File: src/rtl/bus_trace_buffer_if.sv
// Snoop, trigger-configuration and trace read-port signals of the bus trace buffer.
// The design uses the slave modport. The agent that drives the snooped bus and reads the trace uses the master modport.
interface bus_trace_buffer_if #(
    parameter int DATA_W = 8,
    parameter int DEPTH  = 16,
    parameter int TS_W   = 16
);
    localparam int PTR_W = $clog2(DEPTH);

    logic [DATA_W-1:0] bus;
    logic              arm;
    logic              force_trig;
    logic [DATA_W-1:0] trig_value;
    logic [DATA_W-1:0] trig_mask;
    logic [PTR_W-1:0]  post_count;
    logic              rd_valid;
    logic              rd_ready;
    logic [DATA_W-1:0] rd_data;
    logic [TS_W-1:0]   rd_ts;
    logic [1:0]        state;
    logic              triggered;
    logic              overflow;

    modport master (
        output bus, arm, force_trig, trig_value, trig_mask, post_count, rd_ready,
        input  rd_valid, rd_data, rd_ts, state, triggered, overflow
    );

    modport slave (
        input  bus, arm, force_trig, trig_value, trig_mask, post_count, rd_ready,
        output rd_valid, rd_data, rd_ts, state, triggered, overflow
    );
endinterface

File: src/rtl/bus_trace_buffer.sv
// On-chip logic analyser. Change-driven timestamped capture goes into a circular buffer.
// Capture uses a masked or forced trigger and a post-trigger sample count. Readout is oldest-first over valid/ready.
module bus_trace_buffer #(
    parameter int DATA_W = 8,
    parameter int DEPTH  = 16,
    parameter int TS_W   = 16
) (
    input  logic               clk,
    input  logic               rst_n,
    bus_trace_buffer_if.slave  dbg
);
    localparam int PTR_W = $clog2(DEPTH);
    localparam int CNT_W = PTR_W + 1;
    localparam int WORD_W = TS_W + DATA_W;

    typedef enum logic [1:0] {
        IDLE  = 2'd0,
        ARMED = 2'd1,
        POST  = 2'd2,
        DONE  = 2'd3
    } state_t;

    state_t            state_reg;
    logic [TS_W-1:0]   ts_reg;
    logic [DATA_W-1:0] prev_bus_reg;
    logic [PTR_W-1:0]  wptr_reg;
    logic [PTR_W-1:0]  rem_reg;
    logic [CNT_W-1:0]  count_reg;
    logic              first_reg;
    logic              triggered_reg;
    logic              overflow_reg;

    logic [WORD_W-1:0] mem [DEPTH];

    logic              changed;
    logic              sample;
    logic              match;
    logic              trig;
    logic              wr_en;
    logic              full;
    logic              rd_valid;
    logic              pop;
    logic [PTR_W-1:0]  rd_ptr;
    logic [WORD_W-1:0] rd_word;

    // The first ARMED cycle always captures, so the trace starts with the bus value present at arm time.
    assign changed = (dbg.bus != prev_bus_reg);
    assign sample  = ((state_reg == ARMED) && (changed || first_reg)) ||
                     ((state_reg == POST) && changed);
    assign match   = (((dbg.bus ^ dbg.trig_value) & dbg.trig_mask) == '0);
    assign trig    = (state_reg == ARMED) && ((sample && match) || dbg.force_trig);
    assign wr_en   = sample || trig;
    assign full    = (count_reg == CNT_W'(DEPTH));

    // When the buffer is full, the count's low bits are zero, so rd_ptr lands on wptr, which is the oldest entry.
    assign rd_ptr   = wptr_reg - count_reg[PTR_W-1:0];
    assign rd_valid = (state_reg == DONE) && (count_reg != '0);
    assign pop      = rd_valid && dbg.rd_ready;
    assign rd_word  = rd_valid ? mem[rd_ptr] : '0;

    assign dbg.rd_valid  = rd_valid;
    assign dbg.rd_data   = rd_word[DATA_W-1:0];
    assign dbg.rd_ts     = rd_word[WORD_W-1:DATA_W];
    assign dbg.state     = state_reg;
    assign dbg.triggered = triggered_reg;
    assign dbg.overflow  = overflow_reg;

    always_ff @(posedge clk) begin
        if (wr_en) begin
            mem[wptr_reg] <= {ts_reg, dbg.bus};
        end
    end

    always_ff @(posedge clk) begin
        if (!rst_n) begin
            state_reg     <= IDLE;
            ts_reg        <= '0;
            prev_bus_reg  <= '0;
            wptr_reg      <= '0;
            rem_reg       <= '0;
            count_reg     <= '0;
            first_reg     <= 1'b0;
            triggered_reg <= 1'b0;
            overflow_reg  <= 1'b0;
        end else begin
            ts_reg       <= ts_reg + TS_W'(1);
            prev_bus_reg <= dbg.bus;

            if (wr_en) begin
                wptr_reg <= wptr_reg + PTR_W'(1);
                if (!full) begin
                    count_reg <= count_reg + CNT_W'(1);
                end
            end

            case (state_reg)
                IDLE: begin
                    if (dbg.arm) begin
                        state_reg     <= ARMED;
                        count_reg     <= '0;
                        triggered_reg <= 1'b0;
                        overflow_reg  <= 1'b0;
                        first_reg     <= 1'b1;
                    end
                end
                ARMED: begin
                    first_reg <= 1'b0;
                    // A forced write into a full buffer also destroys pre-trigger history.
                    if (wr_en && full) begin
                        overflow_reg <= 1'b1;
                    end
                    if (trig) begin
                        triggered_reg <= 1'b1;
                        rem_reg       <= dbg.post_count;
                        state_reg     <= (dbg.post_count == '0) ? DONE : POST;
                    end
                end
                POST: begin
                    if (sample) begin
                        rem_reg <= rem_reg - PTR_W'(1);
                        if (rem_reg == PTR_W'(1)) begin
                            state_reg <= DONE;
                        end
                    end
                end
                DONE: begin
                    if (pop) begin
                        count_reg <= count_reg - CNT_W'(1);
                    end
                    if ((count_reg == '0) || (pop && (count_reg == CNT_W'(1)))) begin
                        state_reg <= IDLE;
                    end
                end
                default: state_reg <= IDLE;
            endcase
        end
    end
endmodule
File: src/flat_wrapper.sv
// flat-port wrapper written by rule: the top's interface ports become plain ports
module bus_trace_buffer_flat 
#(
    parameter int DATA_W = 8,
    parameter int DEPTH  = 16,
    parameter int TS_W   = 16
)
  (clk, rst_n, dbg_bus, dbg_arm, dbg_force_trig, dbg_trig_value, dbg_trig_mask, dbg_post_count, dbg_rd_ready, dbg_rd_valid, dbg_rd_data, dbg_rd_ts, dbg_state, dbg_triggered, dbg_overflow);
  bus_trace_buffer_if #(.DATA_W(DATA_W), .DEPTH(DEPTH), .TS_W(TS_W)) dbg_i ();
  input  logic clk;
  input  logic rst_n;
  input wire logic [$bits(dbg_i.bus)-1:0] dbg_bus;
  input wire logic [$bits(dbg_i.arm)-1:0] dbg_arm;
  input wire logic [$bits(dbg_i.force_trig)-1:0] dbg_force_trig;
  input wire logic [$bits(dbg_i.trig_value)-1:0] dbg_trig_value;
  input wire logic [$bits(dbg_i.trig_mask)-1:0] dbg_trig_mask;
  input wire logic [$bits(dbg_i.post_count)-1:0] dbg_post_count;
  input wire logic [$bits(dbg_i.rd_ready)-1:0] dbg_rd_ready;
  output wire logic [$bits(dbg_i.rd_valid)-1:0] dbg_rd_valid;
  output wire logic [$bits(dbg_i.rd_data)-1:0] dbg_rd_data;
  output wire logic [$bits(dbg_i.rd_ts)-1:0] dbg_rd_ts;
  output wire logic [$bits(dbg_i.state)-1:0] dbg_state;
  output wire logic [$bits(dbg_i.triggered)-1:0] dbg_triggered;
  output wire logic [$bits(dbg_i.overflow)-1:0] dbg_overflow;
  assign dbg_i.bus = dbg_bus;
  assign dbg_i.arm = dbg_arm;
  assign dbg_i.force_trig = dbg_force_trig;
  assign dbg_i.trig_value = dbg_trig_value;
  assign dbg_i.trig_mask = dbg_trig_mask;
  assign dbg_i.post_count = dbg_post_count;
  assign dbg_i.rd_ready = dbg_rd_ready;
  assign dbg_rd_valid = dbg_i.rd_valid;
  assign dbg_rd_data = dbg_i.rd_data;
  assign dbg_rd_ts = dbg_i.rd_ts;
  assign dbg_state = dbg_i.state;
  assign dbg_triggered = dbg_i.triggered;
  assign dbg_overflow = dbg_i.overflow;
  bus_trace_buffer #(.DATA_W(DATA_W), .DEPTH(DEPTH), .TS_W(TS_W)) u_core (.clk(clk), .rst_n(rst_n), .dbg(dbg_i));
endmodule
File: config.mk
export PLATFORM = sky130hd
export DESIGN_NAME = bus_trace_buffer_flat
export DESIGN_NICKNAME = d
export VERILOG_FILES = /design/src/rtl/bus_trace_buffer_if.sv /design/src/rtl/bus_trace_buffer.sv /design/src/flat_wrapper.sv
export SDC_FILE = /design/constraint.sdc
export NUM_CORES = 1
export LEC_CHECK = 0
export ABC_AREA = 0
export BUFFER_PORTS_ARGS = -buffer_cell sky130_fd_sc_hd__buf_4
export CORE_ASPECT_RATIO = 1.4
export CORE_MARGIN = 2
export CORE_UTILIZATION = 58
export CTS_BUF_LIST = sky130_fd_sc_hd__clkbuf_4 sky130_fd_sc_hd__clkbuf_8
export DETAILED_ROUTE_END_ITERATION = 8
export HOLD_SLACK_MARGIN = 0.12
export PLACE_DENSITY = 0.83
export RECOVER_POWER = 25
export SLEW_MARGIN = 15
export SYNTH_ARGS = -nofsm -noshare
export SYNTH_HDL_FRONTEND = slang
export SYNTH_SLANG_ARGS = --single-unit
File: constraint.sdc
create_clock -name clk -period 3.4 [get_ports clk]
set_clock_uncertainty 0.05 [all_clocks]
set_input_delay 0.34 -clock clk [delete_from_list [all_inputs] [get_ports clk]]
set_output_delay 0.34 -clock clk [all_outputs]
set_load 0.02 [all_outputs]
Yosys cells after proc, flatten, opt, wreduce, memory -nomap -nowiden
Memory sizes are Yosys's and may differ from the RTL's.
Index checks and enable logic that the tools add are counted.
Cells by class
  equality and inequality tests: 13
  add/subtract/negate cells: 6
  reductions and logical operators: 25
  bitwise operators: 2
  multiplexer cells: 25
Operators with widths (number)
  $mux 24: 1
  $mux 5: 4
  $add 16x1->16 const B: 1
  $mux 2: 5
  $pmux 5 s2: 1
  $reduce_and 3->1: 3
  $and 8x8->8: 1
  $logic_and 1x1->1: 8
  $logic_not 8->1: 1
  $mux 4: 2
  $ne 2x2->1 const B: 4
  $ne 8x8->1: 1
  $pmux 2 s4: 1
  $pmux 4 s2: 1
  $xor 8x8->8: 1
  $mux 1: 7
  $pmux 1 s2: 3
  $add 5x1->5 const B: 1
  $eq 5x1->1 const B: 1
  $eq 5x5->1 const B: 1
  $logic_not 5->1: 1
  $logic_or 1x1->1: 5
  $reduce_and 5->1: 1
  $reduce_bool 5->1: 1
  12 further kinds: 15
Word-level totals
  bits in writable memories: 384
  register bits after elaboration: 42
  memories: 1
  word-level logic and storage cells: 81
  input bits: 33
  output and inout bits: 29
Memory list
  u_core.mem: words 16, width 24, read ports 1, clocked after memory_dff 0, wr ports 1, RTL line bus_trace_buffer.sv:33  | logic [WORD_W-1:0] mem [DEPTH];

Longest topological paths before layout
Gate-level depths: netlist of the first run.
  word-level depth: 11
  gate-level depth with buffers: 10
  depth with buffers taken out: 8

Worst setup path before layout of the first run
Ideal clock, no wire load.
  path kind: register -> register
  start: register u_core.state_reg[1] (netlist: u_core.dbg.state[1])
  end: memory u_core.mem[3][0] (netlist bit), enable pin
  slack: -0.472 ns
  library setup time: 0.435 ns
  stages on the path, launching flop included: 8
  required time: 2.915 ns
  period minus slack after synthesis: 3.872 ns
  buffers on the path: 2
  arrival time: 3.387 ns
  cell sequence: dfxtp_1 ha_1 clkbuf_1 or2_2 o41ai_4 or3b_1 buf_2 nor3_1
Between the ends
  word-level cells in the longest chain between the ends: 9
  elaborated cells on any way between the ends: 11
  classes of those cells: 2 x eq/ne; 2 x mux; 7 x reduce/logical
Ends and longest elaborated chain
  from (decl): RTL line bus_trace_buffer.sv:23  | state_t state_reg;
  from (signal assigned): RTL line bus_trace_buffer.sv:115  | state_reg <= (dbg.post_count == '0) ? DONE : POST;
  $eq 2x1->1 or $eq 2x2->1 (tied branches): RTL line bus_trace_buffer.sv:48, bus_trace_buffer.sv:51, bus_trace_buffer.sv:49
  $logic_and 1x1->1 (on tied branches): RTL line bus_trace_buffer.sv:48, bus_trace_buffer.sv:49
  $logic_or 1x1->1: RTL line bus_trace_buffer.sv:48  | assign sample = ((state_reg == ARMED) && (changed || first_reg)) ||
  $logic_and 1x1->1: RTL line bus_trace_buffer.sv:51  | assign trig = (state_reg == ARMED) && ((sample && match) || dbg.force_trig);
  $logic_or 1x1->1: RTL line bus_trace_buffer.sv:51
  $logic_and 1x1->1: RTL line bus_trace_buffer.sv:51
  $logic_or 1x1->1 *: RTL line bus_trace_buffer.sv:52  | assign wr_en = sample || trig;
  $mux 1 *: RTL line bus_trace_buffer.sv:69  | if (wr_en) begin
  $mux 1 (not written as such) *: RTL line bus_trace_buffer.sv:70  | mem[wptr_reg] <= {ts_reg, dbg.bus};
  to (decl): RTL line bus_trace_buffer.sv:33
Every way passes the cells marked *; elsewhere a longest branch is shown, timed or not.

Final worst setup path of the first run
  start: register u_core.wptr_reg[0]
  end: output dbg_rd_ts[5]
Between the ends
  word-level cells in the longest chain between the ends: 3
Ends and longest elaborated chain
  from (decl): RTL line bus_trace_buffer.sv:26  | logic [PTR_W-1:0] wptr_reg;
  from (signal assigned): RTL line bus_trace_buffer.sv:90  | wptr_reg <= wptr_reg + PTR_W'(1);
  $sub 4x4->4: RTL line bus_trace_buffer.sv:56  | assign rd_ptr = wptr_reg - count_reg[PTR_W-1:0];
  $mem_v2 16x24
  $mux 24: RTL line bus_trace_buffer.sv:59  | assign rd_word = rd_valid ? mem[rd_ptr] : '0;
  to (decl): RTL line flat_wrapper.sv:21  | output wire logic [$bits(dbg_i.rd_ts)-1:0] dbg_rd_ts;
No other way between the ends.

==> results of run 1 <==
==> worst paths after layout <==
check                                                      start                                to  cells past startpoint
worst max register to register  u_core.dbg.state[0]$_SDFFE_PN0P_       u_core.mem[0][14]$_DFFE_PP_                      8
worst min register to register  u_core.dbg.overflow$_SDFFE_PN0P_  u_core.dbg.overflow$_SDFFE_PN0P_                      2
worst min-delay path                                dbg_rd_ready    u_core.count_reg[4]$_SDFF_PN0_                      4
worst max-delay path             u_core.wptr_reg[0]$_SDFFE_PN0P_                      dbg_rd_ts[5]                     11
==> Yosys cell counts (3+ instances only) <==
master    number
edfxtp_1     384
nand2_1      119
mux4_2        96
nand3_1       55
dfxtp_1       42
and3_1        27
clkbuf_1      26
and2_1        24
xnor2_1       24
nor2_1        21
ha_1          17
xor2_1        15
buf_2         13
inv_1         12
nand4_1        9
nor3_1         9
nor2b_1        7
nand2b_1       6
o21ai_0        6
buf_4          5
a21oi_1        4
a221oi_1       4
a22oi_1        4
buf_1          4
mux2i_1        4
a21boi_0       3
a31oi_1        3
nor4_1         3
==> per-layer routing <==
layer  vias to the layer above  GRT usage  wire, um
met1                      5007      0.339     14600
li1                       4185          -         -
met3                        79     0.0513      3520
met4                         0      0.105      1150
met5                         -          0         0
met2                       598      0.471     22000
==> tightest hold or removal path, cell delays in order <==
cell and delay (ps):
buf_4 90, a31oi_1 70, o31ai_1 250, a311oi_1 70
==> final cells by class <==
class	instances	share of cell area
multi-input cells	498	0.240
flip-flops and latches	426	0.595
clock buffers	95	0.0545
repair buffers	141	0.0811
well taps	380	0.0229
clock inverters	15	0.00337
inverters	13	0.00247
==> logic make-up after synthesis <==
family                     count (synthesis)  share of synthesized area
DFF                                      426                      0.718
buffers and inverters                     61                     0.0153
AOI/OAI and AO/OA                         47                     0.0215
xor gates and xnor gates                  39                     0.0198
adders and majority gates                 18                     0.0135
muxes                                    102                      0.129
and+or+nand+nor                          292                     0.0833
==> what timing repair did <==
action	in CTS	in global routing
hold buffers	15	0
buffers inserted	9	1
cloned	12	2
resized for setup	81	12
setup endpoints to repair	24	33
hold endpoints to repair	129	0
pin swaps	33	16
==> power groups by stage <==
stage               combinational (uW)  clock [uW]  sequential (uW)
global route                      7890        4230             6120
finish                            7490        3980             6090
CTS                               7230        3970             6090
floorplan                         3940           0             6180
detailed placement                5530           0             6200
global placement                  5430           0             6170
==> stage by stage <==
stage | TNS, ps | hold WS, ps | std cells | instance area [um^2]
final | -3490 | 220 | 1568 | 20800
after detailed placement | 0 | 423 | 1419 | 18600
after floorplan | 0 | 389 | 985 | 17300
after CTS | -4540 | 141 | 1565 | 20700
after global placement | 0 | 411 | 1419 | 18600
after global routing | -5130 | 231 | 1568 | 20800
==> flow_summary.toml, run 1 <==
[pwr]
p_sw_uw = 5790
ir_drop_v = 0.000614
power_uw = 17600
power.density_nw_per_um2 = 845
switching_share = 0.330
power_frac_clock = 0.227
internal-power_uw = 11800
power.leakage_uw = 0.00724
seq_power_share = 0.347
pwr-share-comb = 0.426

[synth]
yosysSeqAreaShare = 0.718
synth_ff_type = "edfxtp_1"
async_flop_share = 0
syn-cell-area_um2 = 17200
synthCells = 985
synth.area.top_cells = "edfxtp_1 67%, mux4_2 13%, dfxtp_1 4.9%"
ys_seq_elements = 426
synth_top_cell_by_area = "edfxtp_1"
synth_top_area_frac = 0.669
synth_fp_nets = 1036
synthDistinctLibCells = 58
ys.warnings.count = 0
synth_edf_count = 384
syn_avg_cell_area_um2 = 17.5

[drt]
avgViaCountPerCell = 6.29
drc_errors = 0
num_vias = 9869
wl_per_cell_um = 26.3
dr.pass1.iters = 7
drt_iter0_drc = 1202
ant_nets = 0
wirelength_um = 41300

[setup_path]
slowest_stage = "fa_4"
critical_path_arrival_ps = 3200
critPathCaptureType = "output port"
start_kind = "flip-flop"
max_stage_delay_ps = 790
critPathRequiredTime_ps = 3010
path_buf_inv = 5
reg2reg_slack_ps = 420
cp_top_family = "adder cells"
path_max_fanout = 6
worstSetupPathType = "reg -> out"
cp_common_cell = "buf_12"
crit_path_cell_trace = "inv_4 > ha_4 > fa_4 > buf_12 > buf_12 > buf_16 > mux4_2 > nand2_2 > nand3_2 > and3_4 > buf_6"

[placement]
finalWeightedCongestion = 0.848
portBuffers = 61
pre_cts_ws_ps = 286
place_hpwl_um = 20600

[timing]
slew_headroom = -0.175
worstMarginPinSlew_ps = 1760
rsz0062_at_grt = "true"
max_freq_ghz = 0.279
finalCritPeriodShare = 1.06
setup_ws_ps = -189
setup-violations-final = 24
hold_viol = 0
drv_slew = 43
period_needed_ps = 3590

[global_routing]
grt_pass1_vias = 10407
antenna_found_initial = 0
grt_max_degree = 52
grtUsageTotal = 0.272
overflow = 0
grt_pass1_wl_um = 61800

[floorplan]
die-height_um = 208
initial_core_util = 0.589
die_w_um = 150
io_pins = 62
coreArea_um2 = 29300
row_count = 74
die_area_um2 = 31100

[cells_and_area]
drive_gt1_frac = 0.335
final_nets = 1190
seq_area_um2 = 12400
diodes = 0
area_growth_pct = 20.6
final_common_cell = "edfxtp_1"
fillers = 1728
mostFrequentLayoutCells = "384 x edfxtp_1, 103 x nand2_1, 96 x mux4_2"
postLayoutCoreUtil = 0.710
largest_register_ffs = 384
multiInputGateArea_um2 = 4990

[run_status]
violations = "max-capacitance violations, max-slew violations, negative setup slack"
outcome = "finished with violations"

[clock_tree]
path_clk_slew_ps = 60
worst_skew_pair.late_latency_ps = 620
cts.sinks = 426
clock-root-buffer = "clkbuf_8"
numCtsBuffers = 59
htreeDepth = 2
cts_buffer_depth = 3
cts_tree = "yes"

[run]
maxCapViolCount = 1

[hold_path]
holdCritPathClass = "in -> reg"
(Power assumes the default switching activity.)
==> run 2, diff against run 1 <==
--- a/config.mk
+++ b/config.mk
@@ -5,7 +5,7 @@
 export SDC_FILE = /design/constraint.sdc
 export NUM_CORES = 1
 export LEC_CHECK = 0
-export ABC_AREA = 0
+export ABC_AREA = 1
 export BUFFER_PORTS_ARGS = -buffer_cell sky130_fd_sc_hd__buf_4
 export CORE_ASPECT_RATIO = 1.4
 export CORE_MARGIN = 2
==> flow_summary.toml, run 2 <==
[drt]
num_vias = 13281
wl_per_cell_um = 23.1
drc_errors = 0
dr.pass1.iters = 6
wirelength_um = 48200
avgViaCountPerCell = 6.35
drt_iter0_drc = 1829
ant_nets = 0

[cells_and_area]
largest_register_ffs = 384
fin_area_um2 = 21300
postLayoutCoreUtil = 0.696
drive_gt1_frac = 0.205
final_common_cell = "nand2_1"
area_growth_pct = 19.0
final_nets = 1709
mostFrequentLayoutCells = "458 x nand2_1, 384 x edfxtp_1, 128 x a21oi_1"
diodes = 0

[setup_path]
max_stage_delay_ps = 780
r2r_cells = 13
slowest_stage = "fa_4"
worstSetupPathType = "reg -> out"
start_kind = "flip-flop"
cp_top_family = "adder cells"
reg2reg_slack_ps = 530
critPathRequiredTime_ps = 3010
cp_common_cell = "buf_4"
path_buf_inv = 6
critPathCaptureType = "output port"
critical_path_arrival_ps = 3370
rr_endpoint = "u_core.mem[10][7]$_DFFE_PP_"
path_max_fanout = 6
crit_path_cell_trace = "inv_4 > ha_4 > fa_4 > buf_4 > buf_12 > buf_6 > buf_16 > a21oi_1 > a32o_1 > nand2_1 > o21ai_1 > a211oi_2 > buf_4"
r2r_start = "u_core.dbg.state[1]$_SDFFE_PN0P_"

[synth]
synth_fp_nets = 1555
synthCells = 1504
synth_most_common_cell = "nand2_1"
synth_top_cell_by_area = "edfxtp_1"
ys_seq_elements = 426
async_flop_share = 0
syn_avg_cell_area_um2 = 11.9
synthDistinctLibCells = 40
yosysSeqAreaShare = 0.691
synth_top_area_frac = 0.644
synthTopCellsByCount = "460 x nand2_1, 384 x edfxtp_1, 140 x a21oi_1"
ys.warnings.count = 0
synth.area.top_cells = "edfxtp_1 64%, nand2_1 9.6%, dfxtp_1 4.7%"
syn-cell-area_um2 = 17900
synth_ff_type = "edfxtp_1"
synth_edf_count = 384

[pwr]
p_sw_uw = 8270
internal-power_uw = 12500
seq_power_share = 0.299
power_frac_clock = 0.189
ir_drop_v = 0.000926
power_uw = 20800
power.leakage_uw = 0.00778
pwr-share-comb = 0.512
power.density_nw_per_um2 = 973
switching_share = 0.399

[global_routing]
grt_max_degree = 60
antenna_found_initial = 0
overflow = 0
grtUsageTotal = 0.286
grt_pass1_wl_um = 71000
grt_pass1_vias = 13157

[placement]
place_area_um2 = 19100
finalWeightedCongestion = 0.865
place_hpwl_um = 24100
portBuffers = 61

[clock_tree]
path_clk_slew_ps = 70
numCtsBuffers = 56
clock-root-buffer = "clkbuf_8"
worst_skew_pair.late_latency_ps = 620
cts_tree = "yes"
htreeDepth = 2
cts.sinks = 426
cts_buffer_depth = 3

[run]
maxCapViolCount = 0

[floorplan]
die_w_um = 153
die_area_um2 = 32300
row_count = 76
coreArea_um2 = 30600
initial_core_util = 0.585
die-height_um = 212
io_pins = 62

[run_status]
violations = "negative setup slack"
outcome = "finished with violations"

[timing]
drv_slew = 0
rsz0062_at_grt = "true"
worstMarginPinSlew_ps = 1090
hold_viol = 0
whs_ps = 194
period_needed_ps = 3760
setup-violations-final = 24
finalCritPeriodShare = 1.11
finalSetupTns_ps = -5690
setup_ws_ps = -358
max_freq_ghz = 0.266
slew_headroom = 0.271

[hold_path]
hold-path-endpoint = "u_core.count_reg[1]$_SDFF_PN0_"
holdCritStartpoint = "dbg_arm"
holdCritPathClass = "in -> reg"
holdPathStages = 6
==> run 2: layout make-up <==
class	count	area (um^2)
sequential	426	12400
clock buffer	81	1010
tap	390	488
timing repair buffer	180	1920
inverter	80	305
fill	1885	9300
clock inverter	20	144
multi-input combinational	914	5070
==> run 2: cells by family after synthesis <==
| logic type | count (synthesis) | synth area share |
|---|---|---|
| XOR/XNOR | 16 | 0.00824 |
| AND/OR/NAND/NOR | 567 | 0.127 |
| adder cells (fa/ha/maj) | 18 | 0.0130 |
| buffers and inverters | 164 | 0.0407 |
| flip-flops | 426 | 0.691 |
| AO/OA/AOI/OAI | 313 | 0.120 |
==> run 2: stage by stage <==
step	std cells	setup WS, ps
global placement	1925	259
global route	2091	-408
CTS	2075	-308
detailed placement	1925	218
floorplan	1504	412
finish	2091	-358
==> run 2: what timing repair did <==
action	4_1_cts	5_1_grt
gates resized for setup	47	37
setup endpoints to repair	24	24
cloned	9	6
pin swaps	17	26
setup buffers	17	11
hold endpoints to repair	152	0
hold buffers	23	0
==> run 2: per-layer routing <==
layer  vias to the layer above  share of wire  routed length [um]  GRT usage
li1                       5714              -                   -          -
met1                      6357           0.33               16000      0.341
met2                      1021           0.50               24300      0.492
met3                       189           0.11                5540     0.0588
met4                         0          0.049                2350      0.150
met5                         -              0                   0          0
==> run 2: worst max path at each step <==
stage,startpoint,endpoint,cells after the start
floorplan,u_core.dbg.state[0]$_SDFFE_PN0P_,u_core.mem[0][0]$_DFFE_PP_,12
global placement,u_core.wptr_reg[0]$_SDFFE_PN0P_,dbg_rd_ts[4],11
detailed placement,u_core.wptr_reg[0]$_SDFFE_PN0P_,dbg_rd_data[0],11
CTS,u_core.wptr_reg[0]$_SDFFE_PN0P_,dbg_rd_ts[2],12
global route,u_core.wptr_reg[0]$_SDFFE_PN0P_,dbg_rd_ts[15],13
finish,u_core.wptr_reg[0]$_SDFFE_PN0P_,dbg_rd_ts[15],13
==> run 2: power groups by stage <==
stage	sequential [uW]	combinational [uW]	clock [uW]
after floorplan	6270	5810	0
after global placement	6270	7460	0
after detailed placement	6290	7770	0
after CTS	6180	9420	3890
after global routing	6220	11200	4120
final	6200	10600	3920
==> run 2: worst reg2reg max path, cell delays in order (launching register included) <==
cell and delay [ps]:
dfxtp_1 360, inv_1 120, ha_1 300, nand2_1 90, nand2_1 80, nor2_1 50, nand2_1 70, nor2_2 40
nand2_2 100, nand2_4 100, nand2_4 190, nand2_1 220, nor2_4 450, buf_4 330
==> run 3, diff against run 2 <==
--- a/config.mk
+++ b/config.mk
@@ -5,12 +5,12 @@
 export SDC_FILE = /design/constraint.sdc
 export NUM_CORES = 1
 export LEC_CHECK = 0
-export ABC_AREA = 1
 export BUFFER_PORTS_ARGS = -buffer_cell sky130_fd_sc_hd__buf_4
 export CORE_ASPECT_RATIO = 1.4
 export CORE_MARGIN = 2
 export CORE_UTILIZATION = 58
 export CTS_BUF_LIST = sky130_fd_sc_hd__clkbuf_4 sky130_fd_sc_hd__clkbuf_8
+export CTS_CLUSTER_SIZE = 8
 export DETAILED_ROUTE_END_ITERATION = 8
 export HOLD_SLACK_MARGIN = 0.12
 export PLACE_DENSITY = 0.83
==> flow_summary.toml, run 3 (synthesis results as in run 1) <==
[pwr]
p_sw_uw = 5600
power_frac_clock = 0.232
switching_share = 0.326
seq_power_share = 0.354
power.density_nw_per_um2 = 834
internal-power_uw = 11600
ir_drop_v = 0.000569
power.leakage_uw = 0.00716
pwr-share-comb = 0.414

[drt]
dr.pass1.iters = 6
wl_met2_um = 20900
ant_nets = 0
wl_met3_um = 3430
met1_length_um = 14400
drt_iter0_drc = 1329
num_vias = 9810
avgViaCountPerCell = 6.32
wirelength_um = 40000
highest_layer = "met4"
drc_errors = 0
wl_per_cell_um = 25.8

[setup_path]
critPathCaptureType = "output port"
start_kind = "flip-flop"
crit_path_cell_trace = "inv_4 > ha_4 > fa_4 > buf_12 > buf_12 > buf_16 > mux4_2 > nand2_2 > nand3_2 > and3_4 > buf_6"
cp_top_family = "adder cells"
max_stage_delay_ps = 790
path_buf_inv = 5
worstSetupPathType = "reg -> out"
critPathRequiredTime_ps = 3010
critical_path_arrival_ps = 3160
path_max_fanout = 6
cp_common_cell = "buf_12"
slowest_stage = "fa_4"

[cells_and_area]
final_common_cell = "edfxtp_1"
layoutNonFillerInstCount = 1552
diodes = 0
mostFrequentLayoutCells = "384 x edfxtp_1, 105 x nand2_1, 96 x mux4_2"
largest_register_ffs = 384
area_growth_pct = 19.6
multiInputGateArea_um2 = 4980
drive_gt1_frac = 0.334
fillers = 1742
final_nets = 1189
seq_area_um2 = 12400

[global_routing]
grtUsageTotal = 0.266
overflow = 0
grt_pass1_vias = 10324
grt_max_degree = 52
antenna_found_initial = 0
grt_pass1_wl_um = 60600

[floorplan]
die_w_um = 150
die_area_um2 = 31100
initial_core_util = 0.589
coreArea_um2 = 29300
die-height_um = 208
row_count = 74
io_pins = 62

[placement]
dpl.cell_count = 1419
place_hpwl_um = 20600
finalWeightedCongestion = 0.848
portBuffers = 61

[timing]
period_needed_ps = 3550
hold_viol = 0
rsz0062_at_grt = "true"
max_freq_ghz = 0.281
drv_slew = 0
finalSetupTns_ps = -1870
setup_ws_ps = -155
setup-violations-final = 24
finalCritPeriodShare = 1.05
slew_headroom = 0.420
worstMarginPinSlew_ps = 870

[run]
maxCapViolCount = 0

[hold_path]
holdCritPathClass = "in -> reg"

[run_status]
violations = "negative setup slack"
outcome = "finished with violations"

[clock_tree]
worst_skew_pair.late_latency_ps = 590
clock-root-buffer = "clkbuf_8"
numCtsBuffers = 66
cts_tree = "yes"
cts_buffer_depth = 3
htreeDepth = 3
cts.sinks = 426
path_clk_slew_ps = 60
[run 3: repair_timing]
action | 4_1_cts | 5_1_grt
setup endpoints to repair | 24 | 24
resized for setup | 66 | 22
setup buffers | 9 | 1
gates cloned | 11 | 1
hold endpoints to repair | 122 | 0
pin swaps | 12 | 18
hold buffers | 10 | 0
[run 3: area by class of cell]
class	count	share of cell area
Clock buffer	94	0.0557
Clock inverter	8	0.00194
Inverter	13	0.00249
Multi-Input combinational cell	498	0.242
Sequential cell	426	0.600
Tap cell	380	0.0230
Timing Repair Buffer	133	0.0752
[run 3: power groups by stage]
stage | Clock, uW | Sequential (uW) | Combinational [uW]
floorplan | 0 | 6180 | 3940
detailed placement | 0 | 6200 | 5530
CTS | 4010 | 6090 | 6990
finish | 3990 | 6100 | 7120
global route | 4240 | 6120 | 7560
global placement | 0 | 6170 | 5430
[run 3: stage by stage]
step | setup slack [ps] | area, um^2 | total power (uW) | hold WS, ps | util
floorplan | 180 | 17300 | 10100 | 389 | -
global placement | 305 | 18600 | 11600 | 411 | 0.637
detailed placement | 286 | 18600 | 11700 | 423 | 0.637
CTS | -175 | 20600 | 17100 | 122 | 0.703
global route | -214 | 20600 | 17900 | 156 | 0.705
finish | -155 | 20600 | 17200 | 141 | 0.705
[run 3: path summary, 6_finish.rpt]
path	slack (ps)	cells after the start	from	to
setup reg to reg	220	8	u_core.dbg.state[0]$_SDFFE_PN0P_	u_core.mem[0][21]$_DFFE_PP_
hold / removal	140	4	dbg_arm	u_core.dbg.triggered$_SDFFE_PN0P_
hold reg to reg	420	2	u_core.dbg.triggered$_SDFFE_PN0P_	u_core.dbg.triggered$_SDFFE_PN0P_
setup / recovery	-150	11	u_core.wptr_reg[0]$_SDFFE_PN0P_	dbg_rd_ts[14]
[run 3: metal layers]
| metal | vias up | GRT usage |
|---|---|---|
| met1 | 4952 | 0.346 |
| met2 | 581 | 0.451 |
| li1 | 4179 | - |
| met4 | 0 | 0.104 |
| met3 | 98 | 0.0445 |
| met5 | - | 0 |
[run 3: tightest hold or removal path, stage by stage]
cell	delay (ps)
buf_4	80
mux2_2	180
a21oi_1	70
nor2_1	70
